## src/rtl/intra4x4_pkg.sv

```systemverilog
// Shared types and tables for the intra 4x4 macroblock scheduler:
// FSM states, z-scan block geometry and the internal top-right availability mask.
package intra4x4_pkg;

  localparam int MODE_W = 3;

  typedef enum logic [2:0] {
    IDLE,
    ISSUE,
    WAIT_DEC,
    WAIT_RECON,
    DONE
  } state_t;

  // Entry n holds {y[1:0], x[1:0]} of z-scan block n.
  localparam logic [15:0][3:0] ZSCAN_YX = {
    4'd15, 4'd14, 4'd11, 4'd10, 4'd13, 4'd12, 4'd9, 4'd8,
    4'd7,  4'd6,  4'd3,  4'd2,  4'd5,  4'd4,  4'd1, 4'd0
  };

  // Blocks whose top-right neighbour lies inside the MB and is already decoded.
  localparam logic [15:0] TOPRIGHT_INTERNAL = 16'h5744;

  function automatic logic [3:0] xy_to_idx(input logic [1:0] x, input logic [1:0] y);
    return {y[1], x[1], y[0], x[0]};
  endfunction

endpackage

```

## src/rtl/intra4x4_nbr_avail.sv

```systemverilog
// Combinational neighbour-availability decode for one 4x4 block, from its
// z-scan index and the latched macroblock-level availability flags.
module intra4x4_nbr_avail
  import intra4x4_pkg::*;
(
  input  logic [3:0] blk_idx,
  input  logic       mb_top,
  input  logic       mb_left,
  input  logic       mb_topright,
  output logic [1:0] blk_x,
  output logic [1:0] blk_y,
  output logic       top_avail,
  output logic       left_avail,
  output logic       topright_avail
);

  always_comb begin
    blk_x      = ZSCAN_YX[blk_idx][1:0];
    blk_y      = ZSCAN_YX[blk_idx][3:2];
    top_avail  = (blk_y != 2'd0) | mb_top;
    left_avail = (blk_x != 2'd0) | mb_left;
    case (blk_idx)
      4'd0, 4'd1, 4'd4: topright_avail = mb_top;
      4'd5:             topright_avail = mb_topright;
      default:          topright_avail = TOPRIGHT_INTERNAL[blk_idx];
    endcase
  end

endmodule

```

## src/rtl/intra4x4_mb_sched.sv

```systemverilog
// Sequences the 16 luma 4x4 blocks of a macroblock through decision and reconstruction.
// Optional MPM / remainder outputs are built when INTRA4X4_MPM_EN is defined.
module intra4x4_mb_sched #(
  parameter int MODE_W      = intra4x4_pkg::MODE_W,
  parameter int MPM_DEFAULT = 0
) (
  input  logic                  clk,
  input  logic                  reset,
  input  logic                  start,
  input  logic                  mb_top_avail,
  input  logic                  mb_left_avail,
  input  logic                  mb_topright_avail,
  output logic                  busy,
  output logic                  done,
  output logic [3:0]            blk_idx,
  output logic [1:0]            blk_x,
  output logic [1:0]            blk_y,
  output logic                  top_avail,
  output logic                  left_avail,
  output logic                  topright_avail,
  output logic                  dec_enable,
  input  logic                  dec_valid,
  input  logic [MODE_W-1:0]     dec_mode,
  input  logic                  recon_done,
  output logic [16*MODE_W-1:0]  mb_modes
`ifdef INTRA4X4_MPM_EN
  ,
  output logic [MODE_W-1:0]     mpm_mode,
  output logic                  prev_mode_flag,
  output logic [MODE_W-1:0]     rem_mode
`endif
);
  import intra4x4_pkg::*;

  state_t              state_reg;
  logic                busy_reg, done_reg, dec_enable_reg;
  logic [3:0]          idx_reg, idx_next;
  logic                mb_top_reg, mb_left_reg, mb_tr_reg;
  logic                mb_top_next, mb_left_next, mb_tr_next;
  logic [1:0]          blk_x_reg, blk_y_reg, x_next, y_next;
  logic                top_reg, left_reg, tr_reg, top_next, left_next, tr_next;
  logic [16*MODE_W-1:0] mb_modes_reg;
  logic                accept, advance;

  assign accept  = (state_reg == IDLE) && start;
  assign advance = (state_reg == WAIT_RECON) && recon_done && (idx_reg != 4'd15);

  // Descriptors are decoded from the upcoming index so they register in step with it.
  always_comb begin
    idx_next     = idx_reg;
    mb_top_next  = mb_top_reg;
    mb_left_next = mb_left_reg;
    mb_tr_next   = mb_tr_reg;
    if (accept) begin
      idx_next     = 4'd0;
      mb_top_next  = mb_top_avail;
      mb_left_next = mb_left_avail;
      mb_tr_next   = mb_topright_avail;
    end else if (advance) begin
      idx_next = idx_reg + 4'd1;
    end
  end

  intra4x4_nbr_avail u_nbr_avail (
    .blk_idx        (idx_next),
    .mb_top         (mb_top_next),
    .mb_left        (mb_left_next),
    .mb_topright    (mb_tr_next),
    .blk_x          (x_next),
    .blk_y          (y_next),
    .top_avail      (top_next),
    .left_avail     (left_next),
    .topright_avail (tr_next)
  );

  always_ff @(posedge clk) begin
    if (!reset) begin
      state_reg      <= IDLE;
      busy_reg       <= 1'b0;
      done_reg       <= 1'b0;
      dec_enable_reg <= 1'b0;
      idx_reg        <= 4'd0;
      mb_top_reg     <= 1'b0;
      mb_left_reg    <= 1'b0;
      mb_tr_reg      <= 1'b0;
      blk_x_reg      <= 2'd0;
      blk_y_reg      <= 2'd0;
      top_reg        <= 1'b0;
      left_reg       <= 1'b0;
      tr_reg         <= 1'b0;
      mb_modes_reg   <= '0;
    end else begin
      idx_reg        <= idx_next;
      mb_top_reg     <= mb_top_next;
      mb_left_reg    <= mb_left_next;
      mb_tr_reg      <= mb_tr_next;
      blk_x_reg      <= x_next;
      blk_y_reg      <= y_next;
      top_reg        <= top_next;
      left_reg       <= left_next;
      tr_reg         <= tr_next;
      dec_enable_reg <= 1'b0;
      done_reg       <= 1'b0;
      case (state_reg)
        IDLE: if (start) begin
          busy_reg       <= 1'b1;
          mb_modes_reg   <= '0;
          dec_enable_reg <= 1'b1;
          state_reg      <= ISSUE;
        end
        ISSUE: state_reg <= WAIT_DEC;
        WAIT_DEC: if (dec_valid) begin
          mb_modes_reg[idx_reg*MODE_W +: MODE_W] <= dec_mode;
          state_reg <= WAIT_RECON;
        end
        WAIT_RECON: if (recon_done) begin
          if (idx_reg == 4'd15) begin
            busy_reg  <= 1'b0;
            done_reg  <= 1'b1;
            state_reg <= DONE;
          end else begin
            dec_enable_reg <= 1'b1;
            state_reg      <= ISSUE;
          end
        end
        DONE:    state_reg <= IDLE;
        default: state_reg <= IDLE;
      endcase
    end
  end

  assign busy           = busy_reg;
  assign done           = done_reg;
  assign dec_enable     = dec_enable_reg;
  assign blk_idx        = idx_reg;
  assign blk_x          = blk_x_reg;
  assign blk_y          = blk_y_reg;
  assign top_avail      = top_reg;
  assign left_avail     = left_reg;
  assign topright_avail = tr_reg;
  assign mb_modes       = mb_modes_reg;

`ifdef INTRA4X4_MPM_EN
  logic [MODE_W-1:0] mode_a, mode_b, mpm_next, mpm_reg, rem_next, rem_reg;
  logic              flag_next, flag_reg;

  // Neighbours outside the MB have no stored mode and fall back to the default.
  always_comb begin
    mode_a = MODE_W'(MPM_DEFAULT);
    mode_b = MODE_W'(MPM_DEFAULT);
    if (blk_x_reg != 2'd0)
      mode_a = mb_modes_reg[xy_to_idx(blk_x_reg - 2'd1, blk_y_reg)*MODE_W +: MODE_W];
    if (blk_y_reg != 2'd0)
      mode_b = mb_modes_reg[xy_to_idx(blk_x_reg, blk_y_reg - 2'd1)*MODE_W +: MODE_W];
    mpm_next  = (mode_a < mode_b) ? mode_a : mode_b;
    flag_next = (dec_mode == mpm_reg);
    rem_next  = '0;
    if (!flag_next)
      rem_next = (dec_mode > mpm_reg) ? dec_mode - MODE_W'(1) : dec_mode;
  end

  always_ff @(posedge clk) begin
    if (!reset) begin
      mpm_reg  <= '0;
      flag_reg <= 1'b0;
      rem_reg  <= '0;
    end else begin
      mpm_reg <= mpm_next;
      if (state_reg == WAIT_DEC && dec_valid) begin
        flag_reg <= flag_next;
        rem_reg  <= rem_next;
      end
    end
  end

  assign mpm_mode       = mpm_reg;
  assign prev_mode_flag = flag_reg;
  assign rem_mode       = rem_reg;
`endif

endmodule

```

## config.mk

```make
export PLATFORM = sky130hd
export DESIGN_NAME = intra4x4_mb_sched
export DESIGN_NICKNAME = d
export VERILOG_FILES = /design/src/rtl/intra4x4_pkg.sv /design/src/rtl/intra4x4_nbr_avail.sv /design/src/rtl/intra4x4_mb_sched.sv
export SDC_FILE = /design/constraint.sdc
export NUM_CORES = 1
export LEC_CHECK = 0
export CORE_MARGIN = 1.5
export CORE_UTILIZATION = 56
export DETAILED_ROUTE_END_ITERATION = 16
export DONT_BUFFER_PORTS = 1
export GPL_TIMING_DRIVEN = 0
export PLACE_DENSITY = 0.84
export SYNTH_ARGS = -nofsm -noshare
export SYNTH_HDL_FRONTEND = slang
export SYNTH_SLANG_ARGS = --single-unit
```

## constraint.sdc

```tcl
create_clock -name clk -period 2.6 [get_ports clk]
set_clock_uncertainty 0.05 [all_clocks]
set_input_delay 0.52 -clock clk [delete_from_list [all_inputs] [get_ports clk]]
set_output_delay 0.52 -clock clk [all_outputs]
set_load 0.005 [all_outputs]
```

==> results by group <==
Drt
  – Detailed Routing Iterations Pass 1: 5
  – Wire per inst: 17.21 um
  – DR iter-0 viols: 308
  – Via Count: 2629
  – Residual DRC: 0
  – Final WL: 7.467 mm
  – Vias per inst: 6.058
  – Post-DRT Antenna Nets: 0

Synth
  – Most common flop cell mapped by yosys: dfxtp_1
  – Synth Cell Area: 0.003025 sq mm
  – Seq/Total Area, Yosys: 42.35%
  – Syn Inst Count: 348
  – Share of flip-flops with an asynchronous set or reset: 0%
  – #FFs+latches synth: 64
  – Post-synth net total: 364
  – Yosys cell types: 50
  – Synth Warn #: 0
  – Mean Syn Cell Area: 8.694 sq um
  – Post-synth EDFFs: 0

Global routing
  – GRT Overall Usage: 26.38%
  – Initial antenna violation count: 0
  – Number of global-route vias before repair: 2465
  – Largest net degree at the start of global routing: 15
  – Gr ovfl total: 0
  – First-pass GRT wire length: 12.12 mm

Floorplan
  – Num rows: 26
  – Core Region: 0.005172 sq mm
  – Initial Util: 58.49%
  – Die Span Y: 76.50 um
  – Die ar.: 0.005852 sq mm
  – Die width: 76.50 um
  – I/O pin count: 73

STA
  – Worst setup margin: 114.2 ps
  – Max Freq: 402.3 MHz
  – Min cycle time layout: 2486 ps
  – Max-slew headroom: 28.04%
  – Final Hold Fails: 0
  – Final worst-path cycle share: 95.61%
  – Total Neg Setup Slack: 0 ps
  – Slew @ Worst Pin: 1064 ps
  – RSZ-0062 raised after global routing: no
  – Min Hold Slack: 281.6 ps
  – # setup viols final: 0
  – Final Slew Violations: 0

Setup path
  – Critical Path AT: 2680 ps
  – Worst Setup SP: blk_idx[0]$_SDFF_PN0_
  – Worst r2r src: blk_idx[0]$_SDFF_PN0_
  – Crit start category: register
  – Crit. End Element: register
  – Critical Path Fanout Max: 10
  – WP data required: 2790 ps
  – CP Class: register to register

Clock network
  – Clk sink count: 64
  – Num CTS Buffers: 9
  – Worst skew pair latency: 350 ps
  – Clock transition at the registers of the reported paths: 70 ps
  – H-Tree Level Count: 3
  – Clock root buffer: clkbuf_8
  – Setup bufs post-CTS: 0
  – Clk buf depth: 2
  – Cts-stage hold buffer count: 0
  – CTS tree: done

Run status
  – Outcome: finished clean

Power
  – Sw frac: 24.22%
  – Clk pwr share: 42.3%
  – Switch Pwr: 482.6 uW
  – Worst VDD drop: 0.3891 mV
  – Internal: 1510 uW
  – P_leak: 0.001280 uW
  – Sequential fraction of design power: 50.4%
  – Pwr dens: 596.6 mW/mm^2
  – Logic pwr share: 7.2%

Layout
  – Most frequent cells in the layout: 62 x dfxtp_1, 49 x nand2_1, 28 x nor2_1
  – Diode count: 0
  – # nets final: 375
  – Fin cells: 434
  – Synth-to-layout area growth: 10.38%
  – Largest register FFs: 48
  – Layout cells sized above 1: 11.26%
  – Most common cell after layout, fill and taps aside: dfxtp_1

Placed design
  – Post-DP HPWL: 5.378 mm
  – Number of buffers added on ports: 0
  – # placed instances: 418
  – Gp weighted congestion: 0.9461
  – Place WS: -337.9 ps

Hold path
  – Hold_sp: mb_topright_avail
  – Hold WC Path Type: input port to register

Flow run
  – Max Cap Viol: 0
==> power groups by stage <==
stage | sequential, uW | combinational (uW) | clock [uW]
floorplan | 1020 | 105 | 0
global placement | 1030 | 137 | 0
detailed placement | 1030 | 139 | 0
CTS | 1010 | 140 | 858
global route | 1010 | 158 | 895
finish | 1010 | 144 | 844
==> final cells by class <==
type	instances	area, sq um
Fill cell	443	1833
Multi-Input combinational cell	253	1609
Sequential cell	64	1284
Clock buffer	11	141.4
Buffer	22	127.6
Tap cell	70	87.58
Clock inverter	5	56.30
Inverter	9	33.78
==> worst paths after layout <==
kind / cells past startpoint / slack (ps) / end
setup / recovery: 8 / 110 / mb_modes[2]$_SDFFE_PN0P_
hold / removal: 2 / 280 / mb_tr_reg$_SDFF_PN0_
setup reg to reg: 8 / 110 / mb_modes[2]$_SDFFE_PN0P_
hold reg to reg: 2 / 430 / mb_left_reg$_SDFF_PN0_
==> through the flow <==
stage	total power (uW)	area, sq um	utilization [%]
after floorplan	1130	3025	-
after global placement	1164	3113	60.18
after detailed placement	1167	3113	60.18
after CTS	2003	3318	64.15
after global routing	2059	3339	64.56
final	1992	3339	64.56
==> critical path, stage by stage (launching register included) <==
cell	delay, ps
dfxtp_2	400
clkbuf_4	220
inv_2	130
ha_4	190
or3b_1	370
buf_6	150
or4_4	520
and3_1	200
o21a_1	160
==> cell families after synthesis <==
| kind of cell | share of synthesized area (%) |
|---|---|
| fa+ha+maj | 2.068 |
| mux | 4.715 |
| simple gates | 28.62 |
| xor+xnor | 0.2895 |
| flops | 42.35 |
| compound gates | 16.75 |
| buf+inv | 5.211 |
==> metal layers <==
metal / wire [um] / vias to the layer above / GRT usage [%]
met5: 0 / - / 0
met1: 3030 / 1232 / 31.84
met2: 3489 / 122 / 41.70
met3: 764 / 20 / 11.98
met4: 182 / 0 / 8.704
li1: - / 1255 / -
==> synthesized netlist by cell type (4+ instances only) <==
| library cell | number | area (sq um) |
|---|---|---|
| a21boi_0 | 4 | 30.03 |
| a21oi_1 | 8 | 40.04 |
| a22o_1 | 6 | 52.55 |
| a31oi_1 | 4 | 25.02 |
| a32o_1 | 12 | 120.1 |
| and2_1 | 14 | 87.58 |
| and3_1 | 9 | 56.30 |
| buf_4 | 4 | 30.03 |
| clkbuf_1 | 12 | 45.04 |
| dfxtp_1 | 64 | 1281 |
| ha_1 | 5 | 62.56 |
| inv_1 | 9 | 33.78 |
| mux2i_1 | 12 | 120.1 |
| nand2_1 | 49 | 183.9 |
| nand2b_1 | 5 | 31.28 |
| nand3_1 | 12 | 60.06 |
| nand4_1 | 5 | 31.28 |
| nor2_1 | 29 | 108.9 |
| nor2b_1 | 8 | 50.05 |
| nor3_1 | 12 | 60.06 |
| o21a_1 | 15 | 112.6 |
| o21ai_0 | 8 | 40.04 |
==> what timing repair did <==
action	4_1_cts	5_1_grt
endpoints found under the setup margin	26	10
resized for setup	4	7
gates cloned	0	0
Power figures use the tool's default switching activity.
